<file path="src/rtl/layer_sequencer.sv">
// -----------------------------------------------------------------------------
// layer_sequencer
//   Schedule controller for the five-layer LeNet flow (CONV1, CONV2, FC1, FC2,
//   FC3) running on the shared systolic array. For each layer it:
//   - loads the per-layer ROM enables, feature-RAM read/write enables and
//     geometry;
//   - pulses core_start once;
//   - waits for core_done;
//   - holds everything for a drain window so the array can flush its
//     writeback, then moves on to the next layer.
//   A watchdog aborts into a sticky error state if the core never answers.
//
// Ports
//   clk, rst      system clock, synchronous active-high reset
//   start         run request (debounced key), rising edge detected here
//   init_done     image RAM loaded (level)
//   core_done     one-cycle pulse from the core: current layer written
//   core_start    one-cycle pulse: begin current layer
//   layer_index   1..NUM_LAYERS while sequencing, 0 when idle/done/error
//   clk_en        one-hot weight/bias ROM enable, bit k-1 = layer k
//   mem_en        {wr_fc2,rd_fc2,wr_fc1,rd_fc1,wr_out2,rd_out2,wr_out1,rd_out1,rd_img}
//   kernel_dim, kernel_num, stride, infmap_rows   current layer geometry
//   busy          high while configuring, running or draining a layer
//   done          schedule finished, held until the next start edge
//   err           sticky watchdog flag, cleared by reset or a start edge
// -----------------------------------------------------------------------------
module layer_sequencer #(
  parameter int NUM_LAYERS = 5,
  parameter int DRAIN_CYC  = 8,
  parameter int TO_W       = 20
) (
  input  logic        clk,
  input  logic        rst,
  input  logic        start,
  input  logic        init_done,
  input  logic        core_done,
  output logic        core_start,
  output logic [3:0]  layer_index,
  output logic [4:0]  clk_en,
  output logic [8:0]  mem_en,
  output logic [3:0]  kernel_dim,
  output logic [15:0] kernel_num,
  output logic [1:0]  stride,
  output logic [5:0]  infmap_rows,
  output logic        busy,
  output logic        done,
  output logic        err
);

  typedef enum logic [2:0] {
    S_IDLE,
    S_WAIT_INIT,
    S_CFG,
    S_RUN,
    S_DRAIN,
    S_DONE,
    S_ERR
  } state_t;

  typedef struct packed {
    logic [4:0]  clk_en;
    logic [8:0]  mem_en;
    logic [3:0]  dim;
    logic [15:0] num;
    logic [1:0]  stride;
    logic [5:0]  rows;
  } cfg_t;

  localparam int DW = (DRAIN_CYC > 1) ? $clog2(DRAIN_CYC) : 1;
  localparam logic [DW-1:0]   DRAIN_LAST = DW'(DRAIN_CYC - 1);
  localparam logic [DW-1:0]   DRAIN_ONE  = DW'(1);
  // Leaving RUN when the counter reads all-ones minus one gives exactly
  // 2^TO_W-1 RUN cycles before the abort.
  localparam logic [TO_W-1:0] WD_LAST    = {{(TO_W-1){1'b1}}, 1'b0};
  localparam logic [TO_W-1:0] WD_ONE     = TO_W'(1);
  localparam logic [3:0]      LAST_LAYER = 4'(NUM_LAYERS);

  // Layer table. mem_en bit order:
  //   8 wr_fc2, 7 rd_fc2, 6 wr_fc1, 5 rd_fc1, 4 wr_out2,
  //   3 rd_out2, 2 wr_out1, 1 rd_out1, 0 rd_img.
  // Layer 5 writes back into the FC1 buffer, which is free by then.
  function automatic cfg_t layer_cfg(input logic [3:0] l);
    cfg_t c;
    c = '0;
    case (l)
      4'd1: begin
        c.clk_en = 5'b00001; c.mem_en = 9'b000000101;
        c.dim = 4'd5; c.num = 16'd6;   c.stride = 2'd1; c.rows = 6'd32;
      end
      4'd2: begin
        c.clk_en = 5'b00010; c.mem_en = 9'b000010010;
        c.dim = 4'd5; c.num = 16'd16;  c.stride = 2'd1; c.rows = 6'd14;
      end
      4'd3: begin
        c.clk_en = 5'b00100; c.mem_en = 9'b001001000;
        c.dim = 4'd5; c.num = 16'd120; c.stride = 2'd1; c.rows = 6'd5;
      end
      4'd4: begin
        c.clk_en = 5'b01000; c.mem_en = 9'b100100000;
        c.dim = 4'd1; c.num = 16'd84;  c.stride = 2'd1; c.rows = 6'd1;
      end
      4'd5: begin
        c.clk_en = 5'b10000; c.mem_en = 9'b011000000;
        c.dim = 4'd1; c.num = 16'd10;  c.stride = 2'd1; c.rows = 6'd1;
      end
      default: c = '0;
    endcase
    return c;
  endfunction

  state_t          state_q;
  logic            start_dly_q;
  logic            core_start_q;
  logic [3:0]      layer_q;
  cfg_t            cfg_q;
  logic            busy_q;
  logic            done_q;
  logic            err_q;
  logic [TO_W-1:0] wdog_q;
  logic [DW-1:0]   drain_q;
  logic            start_edge;

  assign start_edge = start & ~start_dly_q;

  always_ff @(posedge clk) begin
    if (rst) begin
      state_q      <= S_IDLE;
      start_dly_q  <= 1'b0;
      core_start_q <= 1'b0;
      layer_q      <= 4'd0;
      cfg_q        <= '0;
      busy_q       <= 1'b0;
      done_q       <= 1'b0;
      err_q        <= 1'b0;
      wdog_q       <= '0;
      drain_q      <= '0;
    end else begin
      start_dly_q  <= start;
      core_start_q <= 1'b0;
      case (state_q)
        // Only a fresh edge restarts; a start held across DONE does not.
        S_IDLE, S_DONE, S_ERR: begin
          if (start_edge) begin
            state_q <= S_WAIT_INIT;
            layer_q <= 4'd1;
            done_q  <= 1'b0;
            err_q   <= 1'b0;
          end
        end
        S_WAIT_INIT: begin
          if (init_done) begin
            state_q <= S_CFG;
            cfg_q   <= layer_cfg(layer_q);
            busy_q  <= 1'b1;
          end
        end
        S_CFG: begin
          state_q      <= S_RUN;
          core_start_q <= 1'b1;
          wdog_q       <= '0;
        end
        // core_done wins over a simultaneous watchdog expiry.
        S_RUN: begin
          if (core_done) begin
            state_q <= S_DRAIN;
            wdog_q  <= '0;
            drain_q <= '0;
          end else if (wdog_q == WD_LAST) begin
            state_q <= S_ERR;
            err_q   <= 1'b1;
            busy_q  <= 1'b0;
            layer_q <= 4'd0;
            cfg_q   <= '0;
          end else begin
            wdog_q <= wdog_q + WD_ONE;
          end
        end
        S_DRAIN: begin
          if (drain_q == DRAIN_LAST) begin
            if (layer_q < LAST_LAYER) begin
              state_q <= S_CFG;
              layer_q <= layer_q + 4'd1;
              cfg_q   <= layer_cfg(layer_q + 4'd1);
            end else begin
              state_q <= S_DONE;
              done_q  <= 1'b1;
              busy_q  <= 1'b0;
              layer_q <= 4'd0;
              cfg_q   <= '0;
            end
          end else begin
            drain_q <= drain_q + DRAIN_ONE;
          end
        end
        default: state_q <= S_IDLE;
      endcase
    end
  end

  assign core_start  = core_start_q;
  assign layer_index = layer_q;
  assign clk_en      = cfg_q.clk_en;
  assign mem_en      = cfg_q.mem_en;
  assign kernel_dim  = cfg_q.dim;
  assign kernel_num  = cfg_q.num;
  assign stride      = cfg_q.stride;
  assign infmap_rows = cfg_q.rows;
  assign busy        = busy_q;
  assign done        = done_q;
  assign err         = err_q;

endmodule
</file>
<file path="config.mk">
export PLATFORM = sky130hd
export DESIGN_NAME = layer_sequencer
export DESIGN_NICKNAME = d
export VERILOG_FILES = /design/src/rtl/layer_sequencer.sv
export SDC_FILE = /design/constraint.sdc
export NUM_CORES = 1
export LEC_CHECK = 0
export CAP_MARGIN = 20
export CORE_ASPECT_RATIO = 0.75
export CORE_MARGIN = 1
export CORE_UTILIZATION = 57
export DETAILED_ROUTE_END_ITERATION = 12
export PLACE_DENSITY = 0.85
export SYNTH_ARGS = -nofsm -noshare
export SYNTH_HDL_FRONTEND = slang
export SYNTH_SLANG_ARGS = --single-unit
</file>
<file path="constraint.sdc">
create_clock -name clk -period 5.1 [get_ports clk]
set_input_delay 1.02 -clock clk [delete_from_list [all_inputs] [get_ports clk]]
set_output_delay 1.02 -clock clk [all_outputs]
set_load 0.005 [all_outputs]
</file>
==> impl_metrics.tcl <==
set metrics [dict create \
    grt.met1_usage_pct 36.5 \
    worst_path_largest_cell_delay_ns 0.81 \
    ios 55 \
    routed_wl_um 7150 \
    finalCritPeriodShare_pct 59.3 \
    areaGrowthSynthToFinish_pct 10.1 \
    die_h_um 66.0 \
    use_met3_pct 5.12 \
    grt_pass1_vias 2614 \
    grt.total_usage_pct 26.4 \
    pwr-share-comb_pct 23.2 \
    place_congestion 0.875 \
    yosysUniqueCellTypes 59 \
    p_clk_share_pct 26.6 \
    initial_utilization_pct 61.5 \
    setup_viol 0 \
    die_x_um 87.4 \
    worstPathArrival_ns 3.24 \
    core_area_um2 5060 \
    via_count 2849 \
    design.die.area_um2 5770 \
    drt_iter0_drc 289 \
    dpl.hpwl_um 4930 \
    cp-end-kind "register" \
    vias_per_cell 6.01 \
    grt_max_degree 32 \
    drt_first_pass_iters 5 \
    skew_ns 0.00457 \
    port_buffers 40 \
    synth_fa_ha_area_share_pct 4.42 \
    share_seq_of_total_power_pct 50.2 \
    ys_ff_latch 49 \
    tns_ns 0 \
    start_kind "input port" \
    synth_area_leader_cell "dfxtp_1" \
    ctsResizeCount 0 \
    synth_area_leaders "dfxtp_1, buf_4, nor2_1" \
    met2_usage_pct 41.4 \
    antenna_found_initial 0 \
    p_switching_uw 265 \
    cts_setup_buffers 0 \
    grt_pass1_wl_um 12000 \
    clock_path_buffers 2 \
    switching_share_pct 30.7 \
    path_cells "clkdlybuf4s50_1 -> and4bb_2 -> nand3_1 -> o2bb2ai_2 -> nor2_1 -> a311oi_1" \
    vdd_drop_max_mv 0.130 \
    pre_cts_ws_ns 1.77 \
    relSlewSlack_pct 30.2 \
    intPower_uw 598 \
    drv_cap 0 \
    cts_tree "built" \
    fin_nets 417 \
    synth_area_um2 3120 \
    numCtsBuffers 5 \
    ys_async_sr_fraction_pct 0 \
    finalHoldViolCount 0 \
    synth_mux_area_share_pct 0.963 \
    ant_nets 0 \
    worst-path-max-fanout 25 \
    path_delay_family "compound AO/OA/AOI/OAI gates" \
    path_buf_inv 1 \
    grt-busiest-layer "met2" \
    cts_sinks 49 \
    cts_max_level 2 \
    tightest_slew_ns 1.04 \
    finalPower_uw 863 \
    p_per_area_nw_per_um2 252 \
    yosysSeqAreaShare_pct 31.5 \
    status "finished, final reports clean" \
    synth.most_common_cell "nor2_1" \
    antennaDiodeCount 0 \
    drc_errors 0 \
    p_leak_uw 0.00116 \
    clkTransAtPathRegs_ns 0.09 \
    path_class "in2reg" \
    crit_slowest_cell "o2bb2ai_2" \
    synth-compound-area-share_pct 22.6 \
    yosysWarnings 0 \
    fmaxAchievable_mhz 331 \
    rows 22 \
    fin_crit_ns 3.02 \
    yosysTopAreaCellShare_pct 31.5 \
    cts-root-buf "clkbuf_8" \
    synth_edf_count 0 \
    rsz0062_at_grt "false" \
    syn_inst 391 \
    crit_required_ns 5.32 \
    drive_above_1_share_pct 3.98 \
    postSynthAreaPerCell_um2 7.97 \
    yosys.area_share.simple_pct 23.2 \
    drv_slew 0 \
    wl_per_cell_um 15.1 \
    overflow 0 \
    clock_latency_ns 0.31 \
    synthFlopType "dfxtp_1" \
    hp-class "reg2reg" \
    synth_top_family_by_area "simple AND/OR/NAND/NOR gates" \
    n_fill_cell 444 \
    synth-xor-area-share_pct 5.06 \
    setup_ws_ns 2.08 \
    r2r_slack_ns 2.42 \
    synth_commonest_cells "nor2_1, dfxtp_1, buf_4, nand2_1, a21oi_1" \
    holdBufCountCts 0 \
]
## stage by stage
stage / instances / hold WS (ns) / utilization, % / area [um2]
finish: 474 / 0.474 / 67.7 / 3430
global route: 474 / 0.508 / 67.7 / 3430
CTS: 474 / 0.477 / 67.7 / 3430
detailed placement: 466 / 0.462 / 66.1 / 3350
global placement: 466 / 0.442 / 66.1 / 3350
floorplan: 404 / 0.436 / - / 3170
## worst register-to-register path, cell delays in order, from the launching register on
cell and delay [ns]:
dfxtp_1 0.34, inv_1 0.08, ha_1 0.15, nand2_1 0.09, or4_1 0.65, o2bb2ai_2 0.87
nor2_1 0.10, a311oi_1 0.30
## path summary, 6_finish.rpt
| path | endpoint | startpoint | cells after the start |
|---|---|---|---|
| max | kernel_num[4] | core_done | 6 |
| min reg2reg | drain_q[1] | drain_q[1] | 2 |
| min | drain_q[1] | drain_q[1] | 2 |
| max reg2reg | kernel_num[4] | wdog_q[0] | 7 |
## sequential cells by signal, indices dropped and copies added (netlist names)
signal	cells
start_dly_q	1
mem_en	2
drain_q	3
busy	1
layer_index	4
wdog_q	20
err	1
state_q	3
kernel_dim	2
core_start	1
kernel_num	4
clk_en	4
infmap_rows	2
done	1
## power groups by stage
| stage | registers, uW | clock network (uW) | logic [uW] |
|---|---|---|---|
| after CTS | 433 | 235 | 199 |
| after detailed placement | 441 | 0 | 196 |
| after global placement | 440 | 0 | 194 |
| after global routing | 439 | 248 | 219 |
| after floorplan | 428 | 0 | 154 |
| final | 434 | 230 | 200 |
## cell type report
cell class              count  area (um2)  share of cell area (%)
clock buffers               7        76.3                    2.22
clock inverters             1        7.51                   0.219
inverters                  13        48.8                    1.42
multi-input cells         289        1800                    52.6
flip-flops and latches     49         981                    28.6
well taps                  72        90.1                    2.63
repair buffers             43         423                    12.3
## cells in the final DEF, fill, tap and decap left out, types with 12 or more instances in the layout
cell              n
dfxtp_1          49
xnor2_1          15
o21ai_0          12
clkdlybuf4s50_1  40
nand3_1          16
a211oi_1         12
inv_1            13
nor2_1           53
conb_1           14
nand2_1          23
a21oi_1          19
## layer usage
metal  wire (um)  part of all wire (%)
met5           0                     0
met2        3200                    45
met4          92                   1.3
met1        3350                    47
met3         510                   7.1
## kinds of logic after synthesis
kind of cell,Yosys count
xor+xnor,18
compound gates,98
buf+inv,66
other cells,1
flops,49
fa+ha+maj,11
simple gates,145
mux,3
Note: power is estimated with default switching activity, not from simulation.
